`config.mk`:
```
export PLATFORM = sky130hd
export DESIGN_NAME = fp_div_seq
export DESIGN_NICKNAME = d
export VERILOG_FILES = /design/src/rtl/fp_div_pkg.sv /design/src/rtl/fp_div_iter_core.sv /design/src/rtl/fp_div_seq.sv
export SDC_FILE = /design/constraint.sdc
export NUM_CORES = 1
export LEC_CHECK = 0
export BUFFER_PORTS_ARGS = -buffer_cell sky130_fd_sc_hd__clkbuf_2
export CORE_ASPECT_RATIO = 1.4
export CORE_MARGIN = 1.5
export CORE_UTILIZATION = 60
export CTS_BUF_LIST = sky130_fd_sc_hd__clkbuf_8
export CTS_CLUSTER_SIZE = 8
export DETAILED_ROUTE_END_ITERATION = 8
export GPL_TIMING_DRIVEN = 0
export PLACE_DENSITY = 0.81
export SLEW_MARGIN = 40
export SYNTH_ARGS = -nofsm -noshare
export SYNTH_HDL_FRONTEND = slang
export SYNTH_SLANG_ARGS = --single-unit
```
`constraint.sdc`:
```
create_clock -name clk -period 15.1 [get_ports clk]
set_input_delay 3.02 -clock clk [delete_from_list [all_inputs] [get_ports clk]]
set_output_delay 3.02 -clock clk [all_outputs]
set_load 0.05 [all_outputs]
```
`src/rtl/fp_div_pkg.sv`:
```
// Shared state/class types and field helpers for the sequential FP divider.
// Helpers work on a 64-bit scratch word so one set serves every EXP_W/MAN_W.
package fp_div_pkg;

    localparam int unsigned MAX_W = 64;

    typedef enum logic [2:0] {IDLE, UNPACK, DIVIDE, ROUND, DONE} state_t;
    typedef enum logic [1:0] {ZERO, NORM, INF, NAN} op_class_t;

    function automatic int unsigned bias(input int unsigned exp_w);
        return (32'd1 << (exp_w - 1)) - 32'd1;
    endfunction

    function automatic logic [MAX_W-1:0] exp_ones(input int unsigned exp_w);
        return (MAX_W'(1) << exp_w) - MAX_W'(1);
    endfunction

    function automatic logic [MAX_W-1:0] qnan_word(input int unsigned exp_w,
                                                   input int unsigned man_w);
        return (exp_ones(exp_w) << man_w) | (MAX_W'(1) << (man_w - 1));
    endfunction

    function automatic logic [MAX_W-1:0] inf_word(input logic        sign,
                                                  input int unsigned exp_w,
                                                  input int unsigned man_w);
        return (MAX_W'(sign) << (exp_w + man_w)) | (exp_ones(exp_w) << man_w);
    endfunction

    // Subnormals classify as ZERO: the divider runs denormals-are-zero.
    function automatic op_class_t classify(input logic [MAX_W-1:0] exp_field,
                                           input logic             frac_nz,
                                           input int unsigned      exp_w);
        if (exp_field == '0)
            return ZERO;
        if (exp_field == exp_ones(exp_w))
            return frac_nz ? NAN : INF;
        return NORM;
    endfunction

endpackage

```
`src/rtl/fp_div_iter_core.sv`:
```
// Restoring radix-2 significand divider: one quotient bit per cycle,
// MAN_W+3 bits total with the integer bit first, plus a remainder sticky.
module fp_div_iter_core
    import fp_div_pkg::*;
#(
    parameter int unsigned MAN_W = 23
) (
    input  logic             clk,
    input  logic             rst_n,
    input  logic             start,
    input  logic [MAN_W:0]   dividend,
    input  logic [MAN_W:0]   divisor,
    output logic [MAN_W+2:0] q,
    output logic             sticky,
    output logic             done
);

    localparam int unsigned STEPS = MAN_W + 3;
    localparam int unsigned CNT_W = $clog2(STEPS);

    logic [MAN_W+1:0] rem;
    logic [MAN_W+1:0] trial;
    logic [MAN_W+1:0] rem_next;
    logic [MAN_W:0]   dvs;
    logic [CNT_W-1:0] cnt;
    logic             busy;
    logic             fits;

    always_comb begin
        trial    = rem - {1'b0, dvs};
        fits     = (rem >= {1'b0, dvs});
        rem_next = fits ? trial : rem;
    end

    always_ff @(posedge clk) begin
        if (!rst_n) begin
            rem  <= '0;
            dvs  <= '0;
            q    <= '0;
            cnt  <= '0;
            busy <= 1'b0;
        end else if (start) begin
            rem  <= {1'b0, dividend};
            dvs  <= divisor;
            q    <= '0;
            cnt  <= CNT_W'(STEPS - 1);
            busy <= 1'b1;
        end else if (busy) begin
            // Partial remainder stays below 2*divisor, so the shift never loses a set bit.
            rem <= rem_next << 1;
            q   <= {q[MAN_W+1:0], fits};
            if (cnt == '0)
                busy <= 1'b0;
            else
                cnt <= cnt - 1'b1;
        end
    end

    assign sticky = |rem;
    assign done   = busy && (cnt == '0);

endmodule

```
`src/rtl/fp_div_seq.sv`:
```
// Multi-cycle IEEE-754-style divider a/b with valid/ready on both sides,
// round-to-nearest-even, DAZ/FTZ and exception flags.
module fp_div_seq
    import fp_div_pkg::*;
#(
    parameter  int unsigned EXP_W = 8,
    parameter  int unsigned MAN_W = 23,
    localparam int unsigned W     = 1 + EXP_W + MAN_W
) (
    input  logic         clk,
    input  logic         rst_n,
    input  logic         in_valid,
    output logic         in_ready,
    input  logic [W-1:0] a,
    input  logic [W-1:0] b,
    output logic         out_valid,
    input  logic         out_ready,
    output logic [W-1:0] result,
    output logic         flag_invalid,
    output logic         flag_div_zero,
    output logic         flag_overflow,
    output logic         flag_underflow
);

    localparam logic [MAX_W-1:0]        QNAN_FULL = qnan_word(EXP_W, MAN_W);
    localparam logic [MAX_W-1:0]        INF_FULL  = inf_word(1'b0, EXP_W, MAN_W);
    localparam logic [W-1:0]            QNAN      = QNAN_FULL[W-1:0];
    localparam logic [W-2:0]            INF_MAG   = INF_FULL[W-2:0];
    localparam logic [EXP_W+1:0]        E_BIAS    = (EXP_W+2)'(bias(EXP_W));
    localparam logic signed [EXP_W+1:0] E_MAX     = {2'b00, {EXP_W{1'b1}}};
    localparam logic signed [EXP_W+1:0] E_ONE     = (EXP_W+2)'(1);

    state_t                  state;
    logic [W-1:0]            a_q;
    logic [W-1:0]            b_q;
    logic                    sign_q;
    logic signed [EXP_W+1:0] e_q;

    op_class_t               cls_a;
    op_class_t               cls_b;
    logic                    sign_ab;
    logic signed [EXP_W+1:0] e_calc;
    logic                    spec_hit;
    logic [W-1:0]            spec_res;
    logic                    spec_inv;
    logic                    spec_dz;

    logic                    core_start;
    logic                    core_done;
    logic                    core_sticky;
    logic [MAN_W+2:0]        core_q;

    logic [MAN_W+2:0]        norm_q;
    logic signed [EXP_W+1:0] e_n;
    logic signed [EXP_W+1:0] e_r;
    logic                    round_up;
    logic [MAN_W+1:0]        sig_r;
    logic [MAN_W-1:0]        frac_r;
    logic                    ovf;
    logic                    unf;
    logic [W-1:0]            round_res;

    // Operand classification and special-case resolution in priority order.
    always_comb begin
        cls_a    = classify(MAX_W'(a_q[W-2:MAN_W]), |a_q[MAN_W-1:0], EXP_W);
        cls_b    = classify(MAX_W'(b_q[W-2:MAN_W]), |b_q[MAN_W-1:0], EXP_W);
        sign_ab  = a_q[W-1] ^ b_q[W-1];
        e_calc   = $signed({2'b00, a_q[W-2:MAN_W]}) - $signed({2'b00, b_q[W-2:MAN_W]})
                   + $signed(E_BIAS);
        spec_hit = 1'b1;
        spec_res = '0;
        spec_inv = 1'b0;
        spec_dz  = 1'b0;
        if (cls_a == NAN || cls_b == NAN) begin
            spec_res = QNAN;
        end else if ((cls_a == ZERO && cls_b == ZERO) || (cls_a == INF && cls_b == INF)) begin
            spec_res = QNAN;
            spec_inv = 1'b1;
        end else if (cls_a == INF) begin
            spec_res = {sign_ab, INF_MAG};
        end else if (cls_b == ZERO) begin
            spec_res = {sign_ab, INF_MAG};
            spec_dz  = 1'b1;
        end else if (cls_a == ZERO || cls_b == INF) begin
            spec_res = {sign_ab, {(W-1){1'b0}}};
        end else begin
            spec_hit = 1'b0;
        end
    end

    assign core_start = (state == UNPACK) && !spec_hit;

    fp_div_iter_core #(
        .MAN_W(MAN_W)
    ) u_core (
        .clk      (clk),
        .rst_n    (rst_n),
        .start    (core_start),
        .dividend ({1'b1, a_q[MAN_W-1:0]}),
        .divisor  ({1'b1, b_q[MAN_W-1:0]}),
        .q        (core_q),
        .sticky   (core_sticky),
        .done     (core_done)
    );

    // Normalise, round to nearest even, then saturate to inf or flush to zero.
    always_comb begin
        if (core_q[MAN_W+2]) begin
            norm_q = core_q;
            e_n    = e_q;
        end else begin
            norm_q = {core_q[MAN_W+1:0], 1'b0};
            e_n    = e_q - E_ONE;
        end
        round_up = norm_q[1] & (norm_q[0] | core_sticky | norm_q[2]);
        sig_r    = {1'b0, norm_q[MAN_W+2:2]} + (MAN_W+2)'(round_up);
        if (sig_r[MAN_W+1]) begin
            frac_r = sig_r[MAN_W:1];
            e_r    = e_n + E_ONE;
        end else begin
            frac_r = sig_r[MAN_W-1:0];
            e_r    = e_n;
        end
        ovf = (e_r >= E_MAX);
        unf = !ovf && (e_r[EXP_W+1] || (e_r == '0));
        if (ovf)
            round_res = {sign_q, INF_MAG};
        else if (unf)
            round_res = {sign_q, {(W-1){1'b0}}};
        else
            round_res = {sign_q, e_r[EXP_W-1:0], frac_r};
    end

    always_ff @(posedge clk) begin
        if (!rst_n) begin
            state          <= IDLE;
            in_ready       <= 1'b1;
            out_valid      <= 1'b0;
            result         <= '0;
            flag_invalid   <= 1'b0;
            flag_div_zero  <= 1'b0;
            flag_overflow  <= 1'b0;
            flag_underflow <= 1'b0;
            a_q            <= '0;
            b_q            <= '0;
            sign_q         <= 1'b0;
            e_q            <= '0;
        end else begin
            case (state)
                IDLE: begin
                    if (in_valid && in_ready) begin
                        a_q      <= a;
                        b_q      <= b;
                        in_ready <= 1'b0;
                        state    <= UNPACK;
                    end
                end
                UNPACK: begin
                    sign_q <= sign_ab;
                    e_q    <= e_calc;
                    if (spec_hit) begin
                        result        <= spec_res;
                        flag_invalid  <= spec_inv;
                        flag_div_zero <= spec_dz;
                        state         <= DONE;
                    end else begin
                        state <= DIVIDE;
                    end
                end
                DIVIDE: begin
                    if (core_done)
                        state <= ROUND;
                end
                ROUND: begin
                    result         <= round_res;
                    flag_overflow  <= ovf;
                    flag_underflow <= unf;
                    out_valid      <= 1'b1;
                    state          <= DONE;
                end
                DONE: begin
                    // Special cases enter with out_valid low; it rises one edge later.
                    if (out_valid && out_ready) begin
                        out_valid      <= 1'b0;
                        flag_invalid   <= 1'b0;
                        flag_div_zero  <= 1'b0;
                        flag_overflow  <= 1'b0;
                        flag_underflow <= 1'b0;
                        in_ready       <= 1'b1;
                        state          <= IDLE;
                    end else begin
                        out_valid <= 1'b1;
                    end
                end
                default: state <= IDLE;
            endcase
        end
    end

endmodule

```
# == Word level (Yosys, flattened, before mapping) ==
# Index checks and enable logic that the tools add are counted.
# classes
add_sub_neg,7
reduce_logical,37
bitwise,6
order_cmp,2
muxes,66
eq_ne,15
# ops
operator,count
two-way mux 32 bit,6
two-way mux 24 bit,3
one-hot mux 32 bit (2 select lines),1
two-way mux 31 bit,2
OR reduction 23 bit,2
two-way mux 1 bit,28
two-way mux 26 bit,1
adder 24 x 1 -> 25 bit,1
>= comparator 25 x 24 -> 1 bit,1
OR reduction 25 bit,1
subtractor 24 bit,1
two-way mux 23 bit,1
two-way mux 10 bit,2
"equality test 8 bit, second input constant",2
logical NOT 8 bit,2
two-way mux 2 bit,8
two-way mux 5 bit,3
one-hot mux 3 bit (5 select lines),1
two-way mux 3 bit,4
one-hot mux 1 bit (2 select lines),6
"adder 10 x 2 -> 10 bit, second input constant",1
"adder 9 x 8 -> 10 bit, second input constant",1
">= comparator 10 x 9 -> 1 bit, second input constant",1
logical NOT 10 bit,1
other kinds (22),53
# totals
output_inout_bits,38
ff_bits,197
word_cells,152

# == Longest topological paths before layout ==
# Gate-level depths: netlist (run 1).
# depth
ltp_word,16
mapped_depth,19
depth_no_buf,12

# == Modules after synthesis ==
# Synthesis (run 1) repeated with hierarchy kept, for this count alone.
# hier_totals
cells_unflattened,1401
area_unflattened_um2,11143.2
# by_module_without_submodules
module,cells_per_inst,area_each_um2,n_inst
fp_div_seq,864,6532.5,1
fp_div_iter_core,537,4610.7,1

# == Least setup slack after synthesis (run 1) ==
# OpenSTA, ideal clock, no wires.
# synth_timing
path_kind,register -> register
startpoint,reg u_core.q[25]
endpoint,reg result[19]
setup_ns,0.097
setup_slack_ns,10.289
arrival_ns,4.715
path_stages_with_launch,20
n_path_buf,9
cell_sequence,dfxtp_1 > buf_6 > buf_6 > clkbuf_1 > clkbuf_1 > buf_1 > mux2_2 > ha_1 > nand2_1 > or4_1 > buf_2 > or3_1 > buf_2 > nor4_4 > xor2_2 > nand3_1 > or4b_1 > buf_2 > buf_6 > o41ai_4
# synth_between
elab_chain_cells,12
elab_cells_between_ends,17
cone_classes,add/sub: 2; order compare: 1; mux: 7; bitwise: 3; reduce/logical: 4
# synth_rtl
element,line_no,source
"start, declared",fp_div_iter_core.sv:13,"output logic [MAN_W+2:0] q,"
"start signal, assigned",fp_div_iter_core.sv:51,"q <= {q[MAN_W+1:0], fits};"
two-way mux 26 bit,fp_div_seq.sv:108,if (core_q[MAN_W+2]) begin
bitwise OR 1 bit (2 in a row),fp_div_seq.sv:115,round_up = norm_q[1] & (norm_q[0] | core_sticky | norm_q[2]);
bitwise AND 1 bit,fp_div_seq.sv:115,
adder 24 x 1 -> 25 bit,fp_div_seq.sv:116,"sig_r = {1'b0, norm_q[MAN_W+2:2]} + (MAN_W+2)'(round_up);"
two-way mux 10 bit,fp_div_seq.sv:117,if (sig_r[MAN_W+1]) begin
>= comparator 10 x 9 -> 1 bit / logical NOT 10 bit (equally long branches),"fp_div_seq.sv:124, fp_div_seq.sv:125",
logical NOT 1 bit / logical OR 1 bit (equally long branches),fp_div_seq.sv:125,unf = !ovf && (e_r[EXP_W+1] || (e_r == '0));
logical AND 1 bit,fp_div_seq.sv:125,
two-way mux 31 bit,fp_div_seq.sv:128,else if (unf)
two-way mux 31 bit (*),fp_div_seq.sv:126,if (ovf)
one-hot mux 32 bit (2 select lines) (*),fp_div_seq.sv:149,case (state)
"end signal, assigned",fp_div_seq.sv:162,result <= spec_res;
"end signal, assigned",fp_div_seq.sv:175,result <= round_res;
"end, declared",fp_div_seq.sv:18,"output logic [W-1:0] result,"
# Mark *: on every way between the ends. The rest lies on a longest branch, timed or not.
# A chain may end at the register's enable or synchronous reset.

# == Final worst setup path (run 1) ==
# Ends and elaborated chain as after synthesis.

==> results of run 1 <==
-- worst paths after layout --
check | endpoint | slack [ns] | from
worst min-delay path | u_core.dvs[10] | 0.46 | u_core.dvs[10]
worst max-delay path | result[19] | 9.04 | u_core.q[25]
worst max register to register | result[19] | 9.04 | u_core.q[25]
worst min register to register | u_core.dvs[10] | 0.46 | u_core.dvs[10]
-- power breakdown --
group	internal (mW)	leakage, nW	total [mW]	switching (mW)
combinational	0.247	2.91	0.692	0.446
clock	0.121	0.185	0.329	0.208
sequential	0.558	1.60	0.594	0.0358
-- cells by family (layout without fill, tap and decap cells) --
logic type,Yosys count,after routing,synth area share (%)
flops,197,197,35.2
fa+ha+maj,40,40,4.60
buf+inv,159,296,5.57
compound gates,380,380,21.8
xor+xnor,45,45,3.58
mux,47,47,4.31
simple gates,595,595,24.9
-- layer usage --
| layer | global-route usage, % | share of wire, % | up-vias |
|---|---|---|---|
| met1 | 36.2 | 38 | 5191 |
| li1 | - | - | 5460 |
| met2 | 58.0 | 49 | 471 |
| met4 | 23.6 | 7.1 | 0 |
| met3 | 4.70 | 5.5 | 136 |
| met5 | 0 | 0 | - |
-- cell type report --
cell class | count | area share (%)
multi-input combinational | 1107 | 53.6
timing repair buffer | 105 | 4.22
clock inverter | 15 | 1.15
tap | 244 | 2.45
buffer | 95 | 3.09
sequential | 197 | 31.7
inverter | 64 | 1.93
clock buffer | 17 | 1.88
-- Yosys cell counts, drive strengths merged (8+ instances only) --
| library cell | instances | area, um^2 |
|---|---|---|
| a211oi | 17 | 128 |
| a21boi | 10 | 75.1 |
| a21o | 9 | 67.6 |
| a21oi | 147 | 736 |
| a31oi | 16 | 100 |
| and2 | 10 | 62.6 |
| and3 | 9 | 56.3 |
| buf | 15 | 83.8 |
| clkbuf | 80 | 300 |
| dfxtp | 197 | 3940 |
| ha | 38 | 475 |
| inv | 62 | 233 |
| mux2 | 10 | 113 |
| mux2i | 37 | 370 |
| nand2 | 276 | 1040 |
| nand2b | 13 | 81.3 |
| nand3 | 49 | 245 |
| nand4 | 20 | 125 |
| nor2 | 105 | 397 |
| nor3 | 22 | 110 |
| nor4 | 27 | 199 |
| nor4b | 8 | 70.1 |
| o211a | 9 | 90.1 |
| o211ai | 23 | 173 |
| o21a | 10 | 75.1 |
| o21ai | 54 | 270 |
| o31ai | 19 | 143 |
| or3 | 10 | 62.6 |
| or4 | 11 | 82.6 |
| xnor2 | 30 | 263 |
| xor2 | 15 | 139 |
-- placed cells by master, fill, tap and decap left out, types with 11 or more instances in the layout --
cell / count
xor2_1: 14
clkbuf_8: 17
a21oi_1: 147
inv_1: 62
xnor2_1: 30
nor3_1: 22
ha_1: 38
a211oi_1: 17
nand2_1: 276
clkbuf_2: 104
o211ai_1: 23
nand2b_1: 13
a31oi_1: 16
o21ai_0: 51
mux2i_1: 37
nand4_1: 20
or4_1: 11
nor2_1: 104
dfxtp_1: 197
o31ai_1: 18
nand3_1: 49
nor4_1: 23
clkbuf_1: 80
-- worst max-delay path: cells and delay by family (launching register included) --
family	cells	cell delay, ns
DFF	1	0.33
muxes	2	0.41
and+or+nand+nor	6	2.36
buffers and inverters	8	2.35
AOI/OAI and AO/OA	1	0.31
adders and majority gates	1	0.18
-- state kept, by name (all words and copies together), names as in the netlist, 5 cells and up --
| signal | count |
|---|---|
| u_core.q | 26 |
| b_q | 32 |
| u_core.cnt | 5 |
| u_core.rem | 25 |
| a_q | 32 |
| result | 32 |
| e_q | 10 |
| u_core.dvs | 24 |
==> reports/metrics.yaml, run 1 <==
required_ns: 15.49
postSynthCellCount: 1463
drt_iter0_drc: 909
nets: 1695
setup_viol: 0
netlist_area_um2: 11200
drc: 0
endpoint_kind: "flop"
post-cts-setup-buffers: 0
antenna_cells: 0
hold_buffers: 0
grt_usage_pct: 32.8
maxCapViolations: 0
ys_seq_area_share_pct: 35.2
fill_cells: 1656
cp_max_fo: 10
ys_async_sr_fraction_pct: 0
worst_setup_path_start_kind: "flop"
status: "finished, final reports clean"
ir_drop_v: 0.0000917
grt_pass1_wl_mm: 51.0
synth.distinct_cells: 73
whs_path_depth: 2
path_cells: "buf_6, buf_6, clkbuf_1, clkbuf_1, buf_1, mux2_2, ha_1, nand2_1, or4_1, buf_2, or4_1, nor2_2, mux2i_1, nand4_1, or4b_1, buf_2, buf_6, o41ai_4"
numCtsBuffers: 17
hpwlAfterDp_mm: 24.9
overflow: 0
initial_core_util_pct: 60.7
ys_ff_latch: 197
gp_congestion: 0.967
syn_nets: 1571
first_pass_iters: 6
cpPeakStageDelay_ns: 0.65
yosys_warnings: 0
skew_ns: 0.0196
via_per_inst: 6.11
ios: 106
cp_slowest_cell: "or4_1"
drive_above_1_share_pct: 11.1
drt_wl_total_mm: 32.0
multi_input_area_um2: 6670
htreeDepth: 4
grt_max_degree: 20
place_area_um2: 12100
leakage_nw: 4.69
die_width_um: 119
grt_pass1_vias: 10500
synth_edf_count: 0
whs_ns: 0.458
hold_violations: 0
fin_cells: 1844
tightest_slew_ns: 0.807
root_buffer: "clkbuf_8"
route.vias.total: 11300
clockBufferDepth: 2
dpl.cell_count: 1812
antenna_found_initial: 0
cts_tree: "yes"
die_y_um: 165
drv_slew: 0
die-area_um2: 19500
rr_worst_depth: 18
synth_ff_type: "dfxtp_1"
wl_per_cell_um: 17.3
totalNegativeSetupSlack_ns: 0
fin_crit_sh_pct: 40.2
port_buffers: 104
path_clk_slew_ns: 0.10
areaGrowthSynthToFinish_pct: 11.0
worstSkewPairLatency_ns: 0.49
post-route-min-period_ns: 6.06
core.rowCount: 59
cts.repair.resized: 0
cts.sinks: 197
worstPathArrival_ns: 6.45
fin_util_pct: 67.4
power.density_nw_per_um2: 130
final.setup.worst_slack_ns: 9.04
p_total_mw: 1.62
cpMostUsedCell: "buf_6"
rsz0062_at_grt: "no"
coreArea_um2: 18500
crit_type: "flop to flop"
drtAntennaViolNets: 0
relSlewSlack_pct: 45.5
dp_slack_ns: 9.15
final_area_um2: 12400
hold_class: "flop to flop"
seq_area_um2: 3940
postSynthAreaPerCell_um2: 7.66
max_freq_mhz: 165
Power figures use the tool's default switching activity.
==> run 2: changes to the inputs <==
--- a/config.mk
+++ b/config.mk
@@ -5,15 +5,16 @@
 export SDC_FILE = /design/constraint.sdc
 export NUM_CORES = 1
 export LEC_CHECK = 0
+export ABC_AREA = 1
 export BUFFER_PORTS_ARGS = -buffer_cell sky130_fd_sc_hd__clkbuf_2
 export CORE_ASPECT_RATIO = 1.4
 export CORE_MARGIN = 1.5
-export CORE_UTILIZATION = 60
+export CORE_UTILIZATION = 56
 export CTS_BUF_LIST = sky130_fd_sc_hd__clkbuf_8
 export CTS_CLUSTER_SIZE = 8
 export DETAILED_ROUTE_END_ITERATION = 8
 export GPL_TIMING_DRIVEN = 0
-export PLACE_DENSITY = 0.81
+export PLACE_DENSITY = 0.79
 export SLEW_MARGIN = 40
 export SYNTH_ARGS = -nofsm -noshare
 export SYNTH_HDL_FRONTEND = slang
==> constraint.sdc (replaced) <==
create_clock -name clk -period 5.3 [get_ports clk]
set_input_delay 1.06 -clock clk [delete_from_list [all_inputs] [get_ports clk]]
set_output_delay 1.06 -clock clk [all_outputs]
set_load 0.05 [all_outputs]
==> run 2 against run 1 <==
Clock skew down 0.0017 ns. Flip-flop and latch count unchanged. Non-clock buffer count shrank 18. Via count rose by 3.7%. Final area grew 4.4%. Highest routed layer unchanged.
==> reports/metrics.yaml, run 2 <==
mostFrequentLayoutCells: "nand2_1 (299), inv_1 (212), dfxtp_1 (197)"
status: "finished, final reports clean"
tightest_slew_ns: 0.810  # +0.00282 ns
numCtsBuffers: 17  # unchanged
gp_congestion: 0.978  # +1.2%
fill_cells: 1941  # +17%
synth_edf_count: 0  # unchanged
antenna_found_initial: 0  # unchanged
coreArea_um2: 20600  # +11%
required_ns: 5.65  # -9.84 ns
cts_tree: "yes"
root_buffer: "clkbuf_8"
htreeDepth: 4  # unchanged
hold_buffers: 0  # unchanged
synth.largest_area_cell: "dfxtp_1"
drt_iter0_drc: 927  # +2.0%
synth_common_cells: "nand2_1 (299), inv_1 (212), dfxtp_1 (197), a21oi_1 (170)"
die_width_um: 125  # +5.7%
final.setup.worst_slack_ns: 1.81  # -7.23 ns
totalNegativeSetupSlack_ns: 0  # unchanged
post-synth-top-count-cell: "nand2_1"
wl_per_cell_um: 16.4  # -5.3%
overflow: 0  # unchanged
rr_endpoint: "u_core.cnt[0]"
crit_start: "a_q[16]"
cp-endpoint: "u_core.cnt[0]"
ios: 106  # unchanged
postSynthAreaPerCell_um2: 6.92  # -9.7%
nets: 1926  # +14%
reg2reg_slack_ns: 1.81  # -7.23 ns
ys_async_sr_fraction_pct: 0  # unchanged
ys_ff_latch: 197  # unchanged
initial_core_util_pct: 57.0  # -3.7 points
drv_slew: 0  # unchanged
route.vias.total: 11700  # +3.7%
areaGrowthSynthToFinish_pct: 10.8
first_pass_iters: 7  # +1
dp_slack_ns: 1.89  # -7.25 ns
maxCapViolations: 0  # unchanged
port_buffers: 105  # +0.96%
grt_pass1_wl_mm: 55.1  # +8.1%
hold_violations: 0  # unchanged
clockBufferDepth: 2  # unchanged
rr_worst_depth: 10  # -8
grt_usage_pct: 31.5  # -1.3 points
drive_above_1_share_pct: 14.7  # +3.7 points
final_common_cell: "nand2_1"
hpwlAfterDp_mm: 27.3  # +9.5%
die_y_um: 174  # +5.8%
post-route-min-period_ns: 3.49  # -2.57 ns
netlist_area_um2: 11700  # +4.6%
drtAntennaViolNets: 0  # unchanged
cts.sinks: 197  # unchanged
setup_viol: 0  # unchanged
hold_class: "flop to flop"
fin_util_pct: 63.2  # -4.3 points
relSlewSlack_pct: 46.0  # +0.50 points
synth.distinct_cells: 51  # -30%
r2r_start: "a_q[16]"
drt_wl_total_mm: 34.3  # +7.2%
grt_pass1_vias: 11400  # +8.7%
fin_cells: 2087  # +13%
skew_ns: 0.0179  # -0.00175 ns
crit_type: "flop to flop"
max_freq_mhz: 286  # +74%
worstPathArrival_ns: 3.84  # -2.61 ns
dpl.cell_count: 2055  # +13%
core.rowCount: 62  # +5.1%
synthTopCellsByArea: "dfxtp_1 (34%), nand2_1 (9.6%), a21oi_1 (7.3%)"
postSynthCellCount: 1694  # +16%
synth_ff_type: "dfxtp_1"
top_regs: "a_q (32), b_q (32), result (32)"
path_clk_slew_ns: 0.10  # about the same
fin_crit_sh_pct: 65.9  # +26 points
via_per_inst: 5.59  # -8.4%
drc: 0  # unchanged
yosys_warnings: 0  # unchanged
grt_max_degree: 20  # unchanged
die-area_um2: 21800  # +12%
rsz0062_at_grt: "no"
syn_nets: 1802  # +15%
cts.repair.resized: 0  # unchanged
post-cts-setup-buffers: 0  # unchanged
worst_setup_path_start_kind: "flop"
yosys.area.top_type_share_pct: 33.6  # -1.5 points
antenna_cells: 0  # unchanged
worstSkewPairLatency_ns: 0.50  # about the same
cp_max_fo: 10  # unchanged
ys_seq_area_share_pct: 33.6  # -1.5 points
endpoint_kind: "flop"
==> run 2: changes by cell type after synthesis, moves of 20 or more <==
cell and change:
mux2i_1 -37, nand3_2 +28, nand2_1 +23, nand2_2 +21, clkbuf_1 -24, nor2_1 +57
o211ai_1 -20, o21ai_0 +110, a21oi_1 +23, a21oi_2 +24, nand3_1 +32, inv_1 +150
==> run 2: per-layer routing <==
metal | track usage, % | wire [um] | vias to the layer above | share of wire [%]
li1 | - | - | 5850 | -
met1 | 33.3 | 13300 | 5314 | 39
met2 | 58.7 | 17600 | 396 | 51
met3 | 4.52 | 1450 | 110 | 4.2
met4 | 18.6 | 1990 | 0 | 5.8
met5 | 0 | 0 | - | 0
==> run 2: kinds of logic (layout without fill, tap and decap cells) <==
group / after synthesis / in the layout / share of synthesized area, %
AOI/OAI and AO/OA: 429 / 429 / 20.6
xor gates and xnor gates: 47 / 47 / 3.51
adders and majority gates: 40 / 40 / 4.40
buffers and inverters: 298 / 435 / 10.9
DFF: 197 / 197 / 33.6
and+or+nand+nor: 683 / 683 / 27.0
==> run 2: how the worst min path moves through the flow <==
stage / startpoint / to / slack (ns) / cells past startpoint
3_5_place_dp: state[0] / state[0] / 0.44 / 1
5_1_grt: b_q[5] / b_q[5] / 0.49 / 2
4_1_cts: state[0] / state[0] / 0.46 / 1
6_report: state[0] / state[0] / 0.45 / 1
3_3_place_gp: state[0] / state[0] / 0.43 / 1
2_1_floorplan: state[0] / state[0] / 0.42 / 1
==> run 2: per-stage QoR <==
| step | hold WS, ns | instance area (um^2) |
|---|---|---|
| 6_report | 0.454 | 13000 |
| 5_1_grt | 0.488 | 13000 |
| 4_1_cts | 0.457 | 13000 |
| 3_5_place_dp | 0.442 | 12600 |
| 3_3_place_gp | 0.432 | 12600 |
| 2_1_floorplan | 0.421 | 11700 |
==> run 2: cell type report <==
cell class,instances,area [um^2],area share (%)
multi-input combinational,1199,6510,50.1
clock buffer,18,248,1.91
tap,256,320,2.47
inverter,221,838,6.46
timing repair buffer,105,526,4.05
clock inverter,14,163,1.25
sequential,197,3940,30.4
buffer,77,439,3.38
==> run 2: worst max-delay path: stages (launching register included) <==
cell and delay [ns]:
dfxtp_1 0.32, nor4_1 0.41, nand4_1 0.30, nor2_1 0.32, nor2_1 0.10, nand2_1 0.07, nor2_1 0.06, nand3_1 0.51
clkbuf_1 0.53, clkbuf_1 0.55, a31oi_1 0.17
Power of run 2 is not shown: default switching activity piles up to over one toggle a cycle in this logic, so the estimate is an artifact.
==> run 3: changes to the inputs <==
--- a/config.mk
+++ b/config.mk
@@ -5,7 +5,7 @@
 export SDC_FILE = /design/constraint.sdc
 export NUM_CORES = 1
 export LEC_CHECK = 0
-export ABC_AREA = 1
+export ABC_AREA = 0
 export BUFFER_PORTS_ARGS = -buffer_cell sky130_fd_sc_hd__clkbuf_2
 export CORE_ASPECT_RATIO = 1.4
 export CORE_MARGIN = 1.5
==> constraint.sdc (replaced) <==
create_clock -name clk -period 3.1 [get_ports clk]
set_input_delay 0.62 -clock clk [delete_from_list [all_inputs] [get_ports clk]]
set_output_delay 0.62 -clock clk [all_outputs]
set_load 0.05 [all_outputs]
==> run 3 against run 2 <==
The run now ends with setup timing left. Register-to-register slack lost 2.8 ns. Fmax shrank 15%. Global-route usage grew 0.87 points. Critical path depth grew 5. Routed wire length shrank 1.6%. Cell count shrank 10%. Worst setup slack lost 2.8 ns. Sequential share of layout area shrank 0.45 points. Clock-buffer cell count is the same.
==> reports/metrics.yaml, run 3 (synthesis gave the netlist of run 1 again) <==
post-route-min-period_ns: 4.09  # +0.595 ns
hold_buffers: 0  # unchanged
htreeDepth: 4  # unchanged
drc: 0  # unchanged
initial_core_util_pct: 56.7  # -0.32 points
rr_endpoint: "result[15]"
via_per_inst: 6.10  # +9.1%
worstSkewPairLatency_ns: 0.49  # about the same
endpoint_kind: "flop"
wl_per_cell_um: 18.0  # +9.6%
met2_wirelength_mm: 17.0  # -3.3%
fin_util_pct: 66.8  # +3.6 points
core.rowCount: 61  # -1.6%
fill_cells: 1710  # -12%
maxCapViolations: 0  # unchanged
die_width_um: 123  # -2.2%
hpwlAfterDp_mm: 25.1  # -7.9%
status: "complete, but fails checks"
antenna_found_initial: 0  # unchanged
multi_input_area_um2: 7090  # +8.9%
root_buffer: "clkbuf_8"
die_y_um: 170  # -2.2%
seq_area_um2: 3950  # +0.13%
die-area_um2: 20900  # -4.3%
top_regs: "a_q (32), b_q (32), result (32)"
ios: 106  # unchanged
hold_violations: 0  # unchanged
cp_max_fo: 6  # -4
whs_path_depth: 3  # +2
m1WireLength_mm: 12.8  # -3.8%
gp_congestion: 0.990  # +1.2%
r2r_start: "u_core.q[25]"
rr_worst_depth: 15  # +5
cts.sinks: 197  # unchanged
place_area_um2: 12200  # -3.4%
wl_met3_mm: 2.04  # +41%
final.setup.worst_slack_ns: -0.987  # -2.80 ns
numCtsBuffers: 17  # unchanged
dpl.cell_count: 1821  # -11%
clockBufferDepth: 2  # unchanged
violations: "setup timing"
areaGrowthSynthToFinish_pct: 17.7
drt_wl_total_mm: 33.7  # -1.6%
cts_tree: "yes"
required_ns: 3.49  # -2.16 ns
fin_crit_sh_pct: 132  # +66 points
max_freq_mhz: 245  # -15%
drive_above_1_share_pct: 16.3  # +1.5 points
grt_pass1_wl_mm: 53.2  # -3.4%
hold_class: "input pin to flop"
drtAntennaViolNets: 0  # unchanged
port_buffers: 104  # -0.95%
first_pass_iters: 7  # unchanged
ir_drop_v: 0.000381
crit_type: "flop to flop"
worst_setup_path_start_kind: "flop"
setup_viol: 33  # +33
antenna_cells: 0  # unchanged
power.density_nw_per_um2: 626
totalNegativeSetupSlack_ns: -27.43  # -27.43 ns
tightest_slew_ns: 0.785  # -0.0252 ns
crit_start: "u_core.q[25]"
route.vias.total: 11400  # -2.0%
grt_max_degree: 19  # -5.0%
overflow: 0  # unchanged
relSlewSlack_pct: 47.7  # +1.7 points
skew_ns: 0.0197  # +0.00184 ns
coreArea_um2: 19800  # -3.8%
leakage_nw: 5.02
final_common_cell: "nand2_1"
drv_slew: 0  # unchanged
reg2reg_slack_ns: -0.99  # -2.80 ns
fin_cells: 1874  # -10%
cp-endpoint: "result[15]"
drt_iter0_drc: 1046  # +13%
nets: 1718  # -11%
grt_pass1_vias: 10700  # -5.7%
final_area_um2: 13200  # +1.6%
rsz0062_at_grt: "yes"
mostFrequentLayoutCells: "nand2_1 (274), dfxtp_1 (195), a21oi_1 (144)"
path_clk_slew_ns: 0.11  # about the same
top_layer: "met4"
grt_usage_pct: 32.4  # +0.87 points
worstPathArrival_ns: 4.48  # +0.64 ns
[run 3: how the worst min path moves through the flow]
stage	from	endpoint	slack, ns
final	b[6]	b_q[6]	0.33
after global routing	b[11]	b_q[11]	0.33
after CTS	b[11]	b_q[11]	0.32
after detailed placement	result[7]	result[7]	0.44
after global placement	result[1]	result[1]	0.43
after floorplan	u_core.dvs[10]	u_core.dvs[10]	0.44
[run 3: layout make-up]
type                            instances  area share, %
Multi-Input combinational cell       1107           53.7
Buffer                                 90           3.34
Clock buffer                           18           1.88
Timing Repair Buffer                  133           5.86
Clock inverter                         13           1.05
Tap cell                              252           2.39
Inverter                               64           1.86
Sequential cell                       197           29.9
[run 3: worst max-delay path: stages, from the launching register on]
cell	delay (ns)
dfxtp_4	0.38
buf_12	0.12
clkbuf_16	0.15
clkbuf_16	0.15
buf_8	0.11
mux2_4	0.20
ha_4	0.13
nand2_2	0.06
or4_4	0.48
or4_4	0.63
o31a_1	0.33
o22ai_2	0.18
nor4b_4	0.08
or4b_4	0.62
buf_12	0.18
o41ai_4	0.20
[run 3: layer usage]
metal  GRT usage, %  vias up
met2           56.8      509
li1               -     5513
met3           5.33      131
met4           20.3        0
met5              0        -
met1           35.9     5283
[run 3: where the power goes]
group          switching (mW)  total (mW)  internal [mW]
clock                    1.01        1.69          0.680
sequential              0.176        2.90           2.72
combinational            2.29        3.68           1.40
total                    3.47        8.26           4.80
[run 3: what timing repair did]
| item | CTS | global route |
|---|---|---|
| pin swaps | 18 | 12 |
| gates cloned | 1 | 0 |
| endpoints found under the setup margin | 57 | 59 |
| resized for setup | 45 | 50 |
| setup buffers | 20 | 6 |
[run 3: stage by stage]
step	worst slack (ns)	power, mW	hold slack (ns)
after global routing	-1.08	8.69	0.331
after global placement	-1.66	6.11	0.434
after floorplan	-1.10	5.36	0.436
after CTS	-0.943	8.02	0.320
final	-0.987	8.26	0.332
after detailed placement	-1.78	6.20	0.438
